$ cat src/rtl/pipe_stage_elastic.sv
// rtl/pipe_stage_elastic.sv - elastic 2-entry (main + skid) pipeline register with flush.
// Define PIPE_STAGE_PERF_EN to add the saturating stall_cnt_o back-pressure counter.
module pipe_stage_elastic #(
   parameter int unsigned       DATA_W = 64,
   parameter logic [DATA_W-1:0] BUBBLE = '0
) (
   input  logic              clk,
   input  logic              rst_n,
   input  logic              flush_i,
   input  logic              in_valid_i,
   output logic              in_ready_o,
   input  logic [DATA_W-1:0] in_data_i,
   output logic              out_valid_o,
   input  logic              out_ready_i,
   output logic [DATA_W-1:0] out_data_o,
   output logic [1:0]        occ_o
`ifdef PIPE_STAGE_PERF_EN
   ,
   output logic [31:0]       stall_cnt_o
`endif
);

   typedef enum logic [1:0] {
      EMPTY = 2'd0,
      ONE   = 2'd1,
      FULL  = 2'd2
   } state_e;

   state_e            state_q, state_d;
   logic [DATA_W-1:0] main_data_q, main_data_d;
   logic [DATA_W-1:0] skid_data_q, skid_data_d;
   logic              in_ready_q, in_ready_d;
   logic              in_fire, out_fire;

   // in_ready is its own flop so upstream never sees a path from out_ready_i
   assign in_ready_o  = in_ready_q;
   assign out_valid_o = (state_q != EMPTY);
   assign out_data_o  = main_data_q;
   assign occ_o       = state_q;

   assign in_fire  = in_valid_i & in_ready_q;
   assign out_fire = out_valid_o & out_ready_i;

   always_comb begin
      state_d     = state_q;
      main_data_d = main_data_q;
      skid_data_d = skid_data_q;
      if (flush_i) begin
         state_d     = EMPTY;
         main_data_d = BUBBLE;
         skid_data_d = BUBBLE;
      end else begin
         case (state_q)
            EMPTY: begin
               if (in_fire) begin
                  state_d     = ONE;
                  main_data_d = in_data_i;
               end
            end
            ONE: begin
               if (in_fire && out_fire) begin
                  main_data_d = in_data_i;
               end else if (in_fire) begin
                  state_d     = FULL;
                  skid_data_d = in_data_i;
               end else if (out_fire) begin
                  state_d = EMPTY;
               end
            end
            FULL: begin
               if (out_fire) begin
                  state_d     = ONE;
                  main_data_d = skid_data_q;
                  skid_data_d = BUBBLE;
               end
            end
            default: begin
               state_d = EMPTY;
            end
         endcase
      end
      in_ready_d = (state_d != FULL);
   end

   always_ff @(posedge clk or negedge rst_n) begin
      if (!rst_n) begin
         state_q     <= EMPTY;
         main_data_q <= BUBBLE;
         skid_data_q <= BUBBLE;
         in_ready_q  <= 1'b1;
      end else begin
         state_q     <= state_d;
         main_data_q <= main_data_d;
         skid_data_q <= skid_data_d;
         in_ready_q  <= in_ready_d;
      end
   end

`ifdef PIPE_STAGE_PERF_EN
   logic [31:0] stall_cnt_q, stall_cnt_d;

   // flush deliberately leaves the counter alone; only reset clears it
   always_comb begin
      stall_cnt_d = stall_cnt_q;
      if (out_valid_o && !out_ready_i && (stall_cnt_q != 32'hFFFF_FFFF)) begin
         stall_cnt_d = stall_cnt_q + 32'd1;
      end
   end

   always_ff @(posedge clk or negedge rst_n) begin
      if (!rst_n) begin
         stall_cnt_q <= 32'd0;
      end else begin
         stall_cnt_q <= stall_cnt_d;
      end
   end

   assign stall_cnt_o = stall_cnt_q;
`endif

endmodule
$ cat config.mk
export PLATFORM = sky130hd
export DESIGN_NAME = pipe_stage_elastic
export DESIGN_NICKNAME = d
export VERILOG_FILES = /design/src/rtl/pipe_stage_elastic.sv
export SDC_FILE = /design/constraint.sdc
export NUM_CORES = 1
export LEC_CHECK = 0
export BUFFER_PORTS_ARGS = -buffer_cell sky130_fd_sc_hd__buf_2
export CORE_AREA = 2 2 129 131
export CTS_BUF_LIST = sky130_fd_sc_hd__clkbuf_8
export DETAILED_ROUTE_END_ITERATION = 8
export DIE_AREA = 0 0 131 133
export MAX_ROUTING_LAYER = met4
export SYNTH_ARGS = -nofsm -noshare
export SYNTH_HDL_FRONTEND = slang
export SYNTH_SLANG_ARGS = --single-unit
$ cat constraint.sdc
create_clock -name clk -period 2.85 [get_ports clk]
set_clock_uncertainty 0.15 [all_clocks]
set_input_delay 0.1425 -clock clk [delete_from_list [all_inputs] [get_ports clk]]
set_output_delay 0.1425 -clock clk [all_outputs]
set_load 0.03 [all_outputs]
Word level (Yosys, flattened, before mapping)
Cells that the tools add are included.
{ "totals": {"word_cells": 37, "inputBits": 69, "out_inout_bits": 68, "register_bits": 131} }
{ "classes": {"bitwise": 2, "mux": 16, "n_reduce_logical": 7, "eq_ne": 8} }
{ "ops": {"columns": ["operator", "n"], "rows": [
  ["64-bit 2-to-1 mux", 7],
  ["64-bit case mux with 3 select lines", 1],
  ["64-bit case mux with 2 select lines", 1],
  ["3-bit != test, second input constant", 5],
  ["2-bit 2-to-1 mux", 6],
  ["4-bit AND reduction", 2],
  ["2-bit case mux with 3 select lines", 1],
  ["4-bit nonzero test", 1],
  ["3-bit nonzero test", 1],
  ["1-bit bitwise AND", 2],
  ["2-bit by 1-bit == test with 1-bit output, second input constant", 1],
  ["2-bit == test, second input constant", 1],
  ["2-bit zero test", 1],
  ["2-bit != test, second input constant", 1],
  ["2-bit nonzero test", 1],
  ["1-bit logical AND", 1]
]} }

Logic depth before layout (Yosys ltp)
Gate-level depths: netlist (run 1).
{ "logic_depth": {"ltp_word": 8, "depth_mapped": 7, "mapped_depth_nobuf": 4} }

Worst setup path after synthesis (run 1)
No wires, ideal clock.
{ "synth_path": {"path_kind": "flip-flop to flip-flop", "start": "reg state_q[1] (netlist: occ_o[1])", "end": "reg main_data_q[0] (netlist: out_data_o[0])", "arrival_time_ps": 1579, "path_stages_with_launch": 8, "setup_time_ps": 83, "path_buffers": 3, "required_time_ps": 2617, "path_slack_ps": 1038, "synth_period_minus_slack_ps": 1812, "cell_sequence": "dfrtp_1 and3b_1 a221oi_2 buf_4 buf_6 buf_6 nand2_1 o21ai_0"} }
{ "synth_between": {"elab_chain_len": 5, "word_cells_on_any_way": 13, "classes_between": "eq/ne (5); mux (2); bitwise (1); reduce/logical (5)"} }
{ "synth_rtl": {"columns": ["element", "line", "text"], "rows": [
  ["from (decl)", "29", "state_e state_q, state_d;"],
  ["from (signal assigned)", "92", "state_q <= state_d;"],
  ["2-bit nonzero test", "37", "assign out_valid_o = (state_q != EMPTY);"],
  ["1-bit bitwise AND", "42", "assign out_fire = out_valid_o & out_ready_i;"],
  ["1-bit logical AND", "61", "if (in_fire && out_fire) begin"],
  ["3-bit != test (no line)", null, null],
  ["4-bit AND reduction (no line)", null, null],
  ["to (signal assigned)", "93", "main_data_q <= main_data_d;"],
  ["to (decl)", "30", "logic [DATA_W-1:0] main_data_q, main_data_d;"]
]} }
Parallel ways exist; a longest one is shown, timed or not.
A chain may end at the register's enable or synchronous reset.

Worst setup path in the final report (run 1)
{ "layout_path": {"start": "reg state_q[1] (netlist: occ_o[1])", "end": "reg skid_data_q[63]"} }
{ "layout_between": {"elab_chain_len": 5, "word_cells_on_any_way": 12, "classes_between": "eq/ne (5); mux (2); bitwise (1); reduce/logical (4)"} }
{ "layout_rtl": {"columns": ["element", "line", "text"], "rows": [
  ["2-bit nonzero test", "37", null],
  ["1-bit bitwise AND", "42", null],
  ["1-bit logical AND", "61", null],
  ["3-bit != test (no line)", null, null],
  ["4-bit AND reduction (no line)", null, null],
  ["to (signal assigned)", "94", "skid_data_q <= skid_data_d;"],
  ["to (decl)", "31", "logic [DATA_W-1:0] skid_data_q, skid_data_d;"]
]} }
Parallel ways exist; a longest one is shown, timed or not.

==> reports/results.tsv, run 1 <==
stage	metric	value	unit
synth	Async SR Flop Fraction	1.00	
synth	dominant synthesized flop cell	dfrtp_1	
sta	Final min period	2.11	ns
routing	met3 WL	562	µm
sta	final worst-path cycle share	0.739	
synth	post-synthesis compound-gate area fraction	0.212	
die	IO Pins	137	
synth	Commonest cells post-synth	nand2_1 (194), dfrtp_1 (130), o21ai_0 (85)	
synth	multiplexer share of the synthesized area	0	
critical_path	WS Path Type	reg2reg	
place	Post-DP HPWL	8600	µm
critical_path	crit-path cells	and3b_1 > a221oi_4 > buf_4 > o21ai_0	
sta	setup_tns	0	ns
critical_path	RR Endpoint	skid_data_q[63]	
clock_tree	post-CTS setup buffer count	0	
power_and_ir_drop	PD cells	594	mW/mm²
synth	Post-synth EDFFs	0	
outcome	status	finished, final reports clean	
worst_hold_path	Hold Path Class	in2async	
synth	most common cell in the netlist	nand2_1	
critical_path	Worst setup SP type	flip-flop	
cells_and_area	Fill cells	1527	
clock_tree	clk sinks	131	
power_and_ir_drop	VDD IR-drop max	239	µV
sta	Setup WS post-layout	0.745	ns
synth	post-synth top area cell	dfrtp_1	
routing	drt pass-1 iters	5	
place	dpl cell area	0.00635	mm²
synth	post-synth top area share	0.591	
synth	post-synth cell types	23	
clock_tree	hold_buf cts	67	
sta	final count of hold timing violations	0	
place	port bufs	136	
sta	RSZ-0062 raised after global routing	no	
critical_path	Reg-to-Reg Start	occ_o[1]	
clock_tree	Resized cells post-CTS	0	
synth	adder-cell share of the synthesized area	0	
clock_tree	CTS tree	yes	
die	Die X	131	µm
critical_path	Worst path max stage delay	0.60	ns
routing	met2 wire length	6610	µm
place	GPL Wtd Cong	0.762	
power_and_ir_drop	leak pwr	3.44	nW
die	DIE AREA	0.0174	mm²
sta	worst slew pin tran	0.686	ns
sta	FMAX	475	MHz
critical_path	R2R setup slack	0.74	ns
grt	antenna violations before repair	1	
routing	1st-iter DRT viols	201	
routing	highest metal used	met4	
synth	warnings from Yosys	0	
critical_path	crit end category	flip-flop	
critical_path	cells on worst reg2reg path	4	
synth	largest family of logic cells by synthesized area	compound AO/OA/AOI/OAI gates	
cells_and_area	Area Growth Syn to Fin	34.5	%
synth	flops & latches, synth	131	
grt	number of global-route vias before repair	4797	
routing	DRC	0	
cells_and_area	post-route cell area	0.00740	mm²
clock_tree	CTS Buf Count	17	
routing	via count	4743	
grt	largest net degree at the start of global routing	81	
routing	metal1 wirelength	6200	µm
clock_tree	CTS H-Tree Depth	4	
critical_path	Max FO, Critical Path	80	
sta	Max Slew Vio Count	0	
synth	Post-Syn Area	0.00551	mm²
sta	# setup viols final	0	
synth	sequential fraction of the synthesis area	0.596	
synth	Syn Nets	649	
clock_tree	Worst-path clk slew	0.08	ns
routing	post-route ant nets	0	
clock_tree	Clock Path Buffers	2	
die	die height	133	µm
grt	total gr overflow	0	
die	Rows	47	
synth	Post-Synthesis Cells	580	
critical_path	Critical Path Start	occ_o[1]	
die	CORE AREA	0.0162	mm²
synth	post-synthesis simple-gate area fraction	0.142	
clock_tree	Root Buffer	clkbuf_8	
synth	mean area per synthesized cell	9.49	µm²
run	max_cap viols	0	
cells_and_area	Layout Nets	833	
die	initial core utilization	0.340	
routing	DR WL/cell	13.7	µm
critical_path	WP data required	2.99	ns
cells_and_area	share of layout cells above drive strength 1	0.236	
clock_tree	Skew-Pair Late Insertion Delay	0.44	ns
synth	top cells by area, synth	dfrtp_1 (59%), nand2_1 (13%), a22oi_1 (8.7%)	
critical_path	Crit-path slowest cell	buf_4	
place	worst slack at placement	0.754	ns
synth	post-synthesis xor/xnor area fraction	0.00159	
critical_path	crit path DAT	2.25	ns
routing	DRT Wirelength	13600	µm
grt	first-pass GRT wire length	22900	µm
routing	Via density	4.76	
sta	Rel. slew slack	0.543	
cells_and_area	Layout Utilization	0.458	
grt	GRT Overall Usage	0.172	
==> worst max-delay path by stage <==
stage | to | slack, ns
6_report | skid_data_q[63] | 0.74
3_5_place_dp | skid_data_q[40] | 0.75
5_1_grt | skid_data_q[39] | 0.55
4_1_cts | skid_data_q[12] | 0.73
3_3_place_gp | skid_data_q[41] | 0.83
2_1_floorplan | out_data_o[0] | 1.04
==> flip-flops by register name (all words and copies together), names as in the netlist <==
signal	flops
in_ready_o	1
occ_o	2
out_data_o	64
skid_data_q	64
==> cell families (layout without fill, tap and decap cells) <==
kind of cell / count (synthesis) / count (layout)
other: 0 / 1
flip-flops: 131 / 131
AND/OR/NAND/NOR: 203 / 203
XOR/XNOR: 1 / 1
AO/OA/AOI/OAI: 196 / 196
buffers and inverters: 49 / 245
==> where the power goes <==
group | internal [mW] | leakage [nW] | switching (mW) | total [mW]
sequential | 2.03 | 1.70 | 0.0924 | 2.12
combinational | 0.273 | 1.55 | 0.497 | 0.771
clock | 0.766 | 0.189 | 0.740 | 1.51
==> critical path, delay by kind of cell (launching register included) <==
kind | cells | cell delay [ns]
buffers and inverters | 1 | 0.60
DFF | 1 | 0.41
AOI/OAI and AO/OA | 2 | 0.49
and+or+nand+nor | 1 | 0.28
==> final cells by class <==
class | count | area (µm²) | area share
diodes | 1 | 2.50 | 0.000338
clock buffers | 17 | 234 | 0.0316
clock inverters | 14 | 141 | 0.0191
inverters | 1 | 3.75 | 0.000507
multi-input cells | 400 | 2000 | 0.270
flip-flops and latches | 131 | 3280 | 0.443
well taps | 220 | 275 | 0.0372
repair buffers | 213 | 1470 | 0.199
==> per-stage QoR <==
stage | std cells | power (mW) | hold slack (ns)
after floorplan | 580 | 2.59 | -0.303
after global routing | 997 | 4.64 | 0.0815
after CTS | 996 | 4.46 | 0.0458
after detailed placement | 898 | 2.86 | -0.0327
final | 997 | 4.40 | 0.0631
after global placement | 898 | 2.83 | -0.0348
==> per-layer routing <==
metal | up-vias | global-route usage
li1 | 2350 | -
met3 | 22 | 0.0388
met1 | 2240 | 0.211
met4 | 0 | 0.0697
met2 | 131 | 0.271
met5 | - | -
==> cells in the final DEF, fill, tap and decap left out, types with 2 or more instances in the layout <==
cell type / count
dfrtp_1: 130
inv_1: 2
bufinv_16: 2
nor2_4: 2
a221oi_4: 2
dlygate4sd3_1: 67
clkinv_2: 4
nand2b_1: 2
nand2_1: 194
clkbuf_8: 17
clkinv_4: 3
buf_2: 135
buf_4: 7
a22oi_1: 64
clkinvlp_4: 3
buf_12: 3
o21ai_0: 85
o21ai_1: 43
No activity file was read; power rests on OpenSTA's default activity.
==> run 2, diff against run 1 <==
Clock period 2.85 ns to 1.8 ns, I/O delays scaled along.
==> reports/results.tsv, run 2 (synthesized netlist as in run 1, its figures left out) <==
stage	metric	value	unit
routing	1st-iter DRT viols	257	
clock_tree	CTS H-Tree Depth	4	
cells_and_area	commonest non-fill, non-tap cell in the layout	nand2_1	
sta	RSZ-0062 raised after global routing	yes	
place	Post-DP HPWL	8520	µm
routing	post-route ant nets	0	
sta	Rel. slew slack	0.684	
routing	drt pass-1 iters	5	
clock_tree	CTS tree	yes	
cells_and_area	Layout Nets	857	
routing	met3 WL	699	µm
cells_and_area	Area Growth Syn to Fin	45.7	%
routing	met2 wire length	7250	µm
die	IO Pins	137	
place	GPL Wtd Cong	0.807	
run	max_cap viols	0	
cells_and_area	Ant. Diodes	0	
routing	DRT Wirelength	15400	µm
worst_hold_path	Hold Path Class	in2reg	
cells_and_area	most frequent cells in the layout	nand2_1 (194), buf_2 (135), dfrtp_1 (128)	
die	Rows	47	
clock_tree	Worst-path clk slew	0.08	ns
place	dpl cell area	0.00651	mm²
cells_and_area	Fill cells	1465	
die	die height	133	µm
power_and_ir_drop	Total Power	7.59	mW
worst_hold_path	Hold Crit Start	in_data_i[63]	
routing	DRC	0	
worst_hold_path	Hold Path Depth	4	
routing	via count	4903	
die	CORE AREA	0.0162	mm²
worst_hold_path	Hold Path End	skid_data_q[63]	
cells_and_area	post-route cell area	0.00802	mm²
outcome	status	finished, final reports clean	
critical_path	WP data required	1.98	ns
clock_tree	Root Buffer	clkbuf_8	
critical_path	Worst setup SP type	flip-flop	
critical_path	crit path DAT	1.96	ns
place	worst slack at placement	-0.0244	ns
clock_tree	clk sinks	131	
critical_path	crit end category	flip-flop	
grt	GRT Overall Usage	0.172	
critical_path	Max FO, Critical Path	17	
grt	number of global-route vias before repair	4764	
critical_path	cells on worst reg2reg path	6	
clock_tree	Clock Path Buffers	2	
die	initial core utilization	0.340	
sta	# setup viols final	0	
grt	antenna violations before repair	0	
routing	highest metal used	met4	
sta	worst hold-check slack	0.284	ns
clock_tree	CTS Buf Count	17	
power_and_ir_drop	VDD IR-drop max	610	µV
sta	Max Slew Vio Count	0	
power_and_ir_drop	leak pwr	3.72	nW
die	DIE AREA	0.0174	mm²
critical_path	WS Path Type	reg2reg	
die	Die X	131	µm
grt	largest net degree at the start of global routing	69	
sta	worst slew pin tran	0.475	ns
clock_tree	Skew-Pair Late Insertion Delay	0.44	ns
sta	Setup WS post-layout	0.0184	ns
sta	Final min period	1.78	ns
grt	first-pass GRT wire length	23000	µm
cells_and_area	share of layout cells above drive strength 1	0.266	
sta	final count of hold timing violations	0	
sta	final worst-path cycle share	0.990	
critical_path	Reg-to-Reg Start	occ_o[1]	
sta	FMAX	561	MHz
critical_path	RR Endpoint	skid_data_q[11]	
routing	DR WL/cell	15.0	µm
routing	Via density	4.80	
routing	metal1 wirelength	7250	µm
grt	total gr overflow	0	
power_and_ir_drop	PD cells	946	mW/mm²
place	port bufs	136	
critical_path	R2R setup slack	0.02	ns
run 2: cell count changes in the layout (fill, tap and decap cells not counted), sizes merged:
| cell | delta |
|---|---|
| clkinv | -4 |
| clkinvlp | +1 |
| bufinv | +2 |
| inv | -1 |
| clkbuf | +11 |
| diode | -1 |
| buf | +14 |
| dlygate4sd3 | +2 |
run 2: per-stage QoR:
stage                      util  setup TNS, ns  std cells
after global placement    0.403              0        904
after CTS                 0.478         -0.156       1009
after detailed placement  0.403        -0.0512        904
after floorplan               -              0        580
after global routing      0.496         -0.576       1021
final                     0.496              0       1021
run 2: cell type report:
class | count | area (µm²) | area share
repair buffers | 237 | 1990 | 0.248
well taps | 220 | 275 | 0.0343
inverters | 1 | 3.75 | 0.000468
flip-flops and latches | 131 | 3280 | 0.409
clock inverters | 12 | 178 | 0.0221
clock buffers | 20 | 275 | 0.0343
multi-input cells | 400 | 2020 | 0.252
run 2: timing repair:
item                                    CTS  global route
setup buffers                             3             3
cloned                                    1             9
endpoints found under the hold margin   261             0
gates resized for setup                   2            18
endpoints found under the setup margin   16            91
hold buffers                             69             0
pin swaps                                 1             2
run 2: worst max-delay path by stage:
stage	start	endpoint
finish	occ_o[1]	skid_data_q[11]
global route	occ_o[1]	skid_data_q[40]
CTS	occ_o[1]	out_data_o[6]
detailed placement	occ_o[1]	out_data_o[43]
global placement	occ_o[1]	out_data_o[45]
floorplan	occ_o[1]	out_data_o[0]
run 2: critical path, stage by stage, from the launching register on:
cell       delay [ns]
dfrtp_2          0.39
and3b_2          0.26
a221oi_4         0.27
buf_12           0.16
buf_12           0.14
clkbuf_16        0.19
o21ai_0          0.09
run 2: where the power goes:
group	switching, mW	internal, mW
Sequential	0.150	3.21
Clock	1.17	1.62
Combinational	0.852	0.582
Total	2.18	5.41
run 2: metal layers:
metal,track usage,up-vias
li1,-,2410
met1,0.218,2346
met2,0.271,134
met3,0.0469,13
met4,0.0508,0
met5,-,-
==> run 3, diff against run 2 <==
Settings changed: RECOVER_POWER set to 100.
==> reports/results.tsv, run 3 (synthesized netlist as in run 1, its figures left out) <==
stage	metric	value	unit
critical_path	WP data required	1.98	ns
place	GPL Wtd Cong	0.807	
critical_path	WS Path Type	reg2reg	
critical_path	R2R setup slack	0.02	ns
grt	total gr overflow	0	
routing	post-route ant nets	0	
die	DIE AREA	0.0174	mm²
sta	Final min period	1.78	ns
sta	FMAX	562	MHz
cells_and_area	most frequent cells in the layout	nand2_1 (194), dfrtp_1 (128), o21ai_0 (78)	
grt	GRT Overall Usage	0.172	
sta	final worst-path cycle share	0.988	
place	Post-DP HPWL	8520	µm
clock_tree	CTS Buf Count	17	
power_and_ir_drop	leak pwr	3.48	nW
cells_and_area	Area Growth Syn to Fin	44.3	%
run	max_cap viols	0	
cells_and_area	Layout Nets	857	
place	dpl cell area	0.00651	mm²
die	CORE AREA	0.0162	mm²
grt	antenna violations before repair	0	
grt	number of global-route vias before repair	4764	
clock_tree	Worst-path clk slew	0.08	ns
cells_and_area	Layout Utilization	0.491	
cells_and_area	commonest non-fill, non-tap cell in the layout	nand2_1	
cells_and_area	Ant. Diodes	0	
sta	final count of hold timing violations	0	
cells_and_area	Fill cells	1517	
routing	via count	4953	
grt	first-pass GRT wire length	23000	µm
die	IO Pins	137	
die	Rows	47	
routing	DRT Wirelength	15300	µm
die	die height	133	µm
sta	Rel. slew slack	0.680	
worst_hold_path	Hold Path Class	in2reg	
outcome	status	finished, final reports clean	
cells_and_area	share of layout cells above drive strength 1	0.186	
die	Die X	131	µm
sta	worst slew pin tran	0.479	ns
critical_path	crit path DAT	1.96	ns
power_and_ir_drop	PD cells	952	mW/mm²
critical_path	Worst setup SP type	flip-flop	
sta	# setup viols final	0	
critical_path	Max FO, Critical Path	17	
clock_tree	clk sinks	131	
clock_tree	Root Buffer	clkbuf_8	
clock_tree	CTS tree	yes	
sta	RSZ-0062 raised after global routing	yes	
sta	Max Slew Vio Count	0	
clock_tree	CTS H-Tree Depth	4	
clock_tree	Clock Path Buffers	2	
routing	Via density	4.85	
routing	DRC	0	
clock_tree	Skew-Pair Late Insertion Delay	0.44	ns
routing	1st-iter DRT viols	233	
routing	drt pass-1 iters	4	
power_and_ir_drop	VDD IR-drop max	612	µV
routing	DR WL/cell	15.0	µm
die	initial core utilization	0.340	
place	port bufs	136	
grt	largest net degree at the start of global routing	69	
cells_and_area	post-route cell area	0.00794	mm²
critical_path	crit end category	flip-flop	
[run 3: cell types whose count changed in the layout (fill, tap and decap cells not counted)]
cell / previous run / this run
buf_2: 135 / 71
clkbuf_1: 0 / 64
[run 3: layout make-up]
class                           instances  area, µm²  share of cell area
Clock buffer                           20        275              0.0347
Clock inverter                         12        178              0.0224
Inverter                                1       3.75            0.000473
Multi-Input combinational cell        400       2020               0.254
Sequential cell                       131       3280               0.413
Tap cell                              220        275              0.0347
Timing Repair Buffer                  237       1910               0.241
[run 3: path summary, 6_finish.rpt]
path / start / end / depth (start not counted)
max: occ_o[1] / skid_data_q[11] / 6
min: in_data_i[63] / skid_data_q[63] / 4
max reg2reg: occ_o[1] / skid_data_q[11] / 6
min reg2reg: out_data_o[42] / out_data_o[42] / 2
max in group asynchronous: rst_n / in_ready_o / 4
min in group asynchronous: rst_n / out_data_o[59] / 3
[run 3: worst max-delay path, stage by stage, from the launching register on]
cell	delay (ns)
dfrtp_2	0.39
and3b_2	0.26
a221oi_4	0.27
buf_12	0.16
buf_12	0.14
clkbuf_16	0.19
o21ai_0	0.09
[run 3: timing repair]
item,in CTS,in global routing
endpoints found under the setup margin,16,91
cloned,1,9
pin swaps,1,2
setup buffers,3,3
endpoints found under the hold margin,261,0
hold buffers,69,0
gates resized for setup,2,18
[run 3: per-stage QoR]
step,worst slack [ns],setup TNS (ns),total power [mW],hold WS [ns],cells
floorplan,0.0589,0,4.11,-0.356,580
global placement,0.0267,0,4.54,-0.0689,904
detailed placement,-0.0244,-0.0512,4.58,-0.0737,904
CTS,-0.0183,-0.156,7.56,0.253,1009
global route,-0.0325,-0.576,7.92,0.283,1021
finish,0.0208,0,7.56,0.291,1021
[run 3: metal layers]
layer  track usage  vias up  share of wire
met3        0.0469       15          0.051
met1         0.218     2377           0.46
met5             -        -              0
li1              -     2409              -
met4        0.0508        0          0.012
met2         0.271      152           0.47
[run 3: power by group]
| group | internal (mW) | switching (mW) | leakage, nW |
|---|---|---|---|
| combinational | 0.543 | 0.851 | 1.56 |
| clock | 1.62 | 1.18 | 0.217 |
| sequential | 3.21 | 0.154 | 1.70 |
| total | 5.37 | 2.19 | 3.48 |
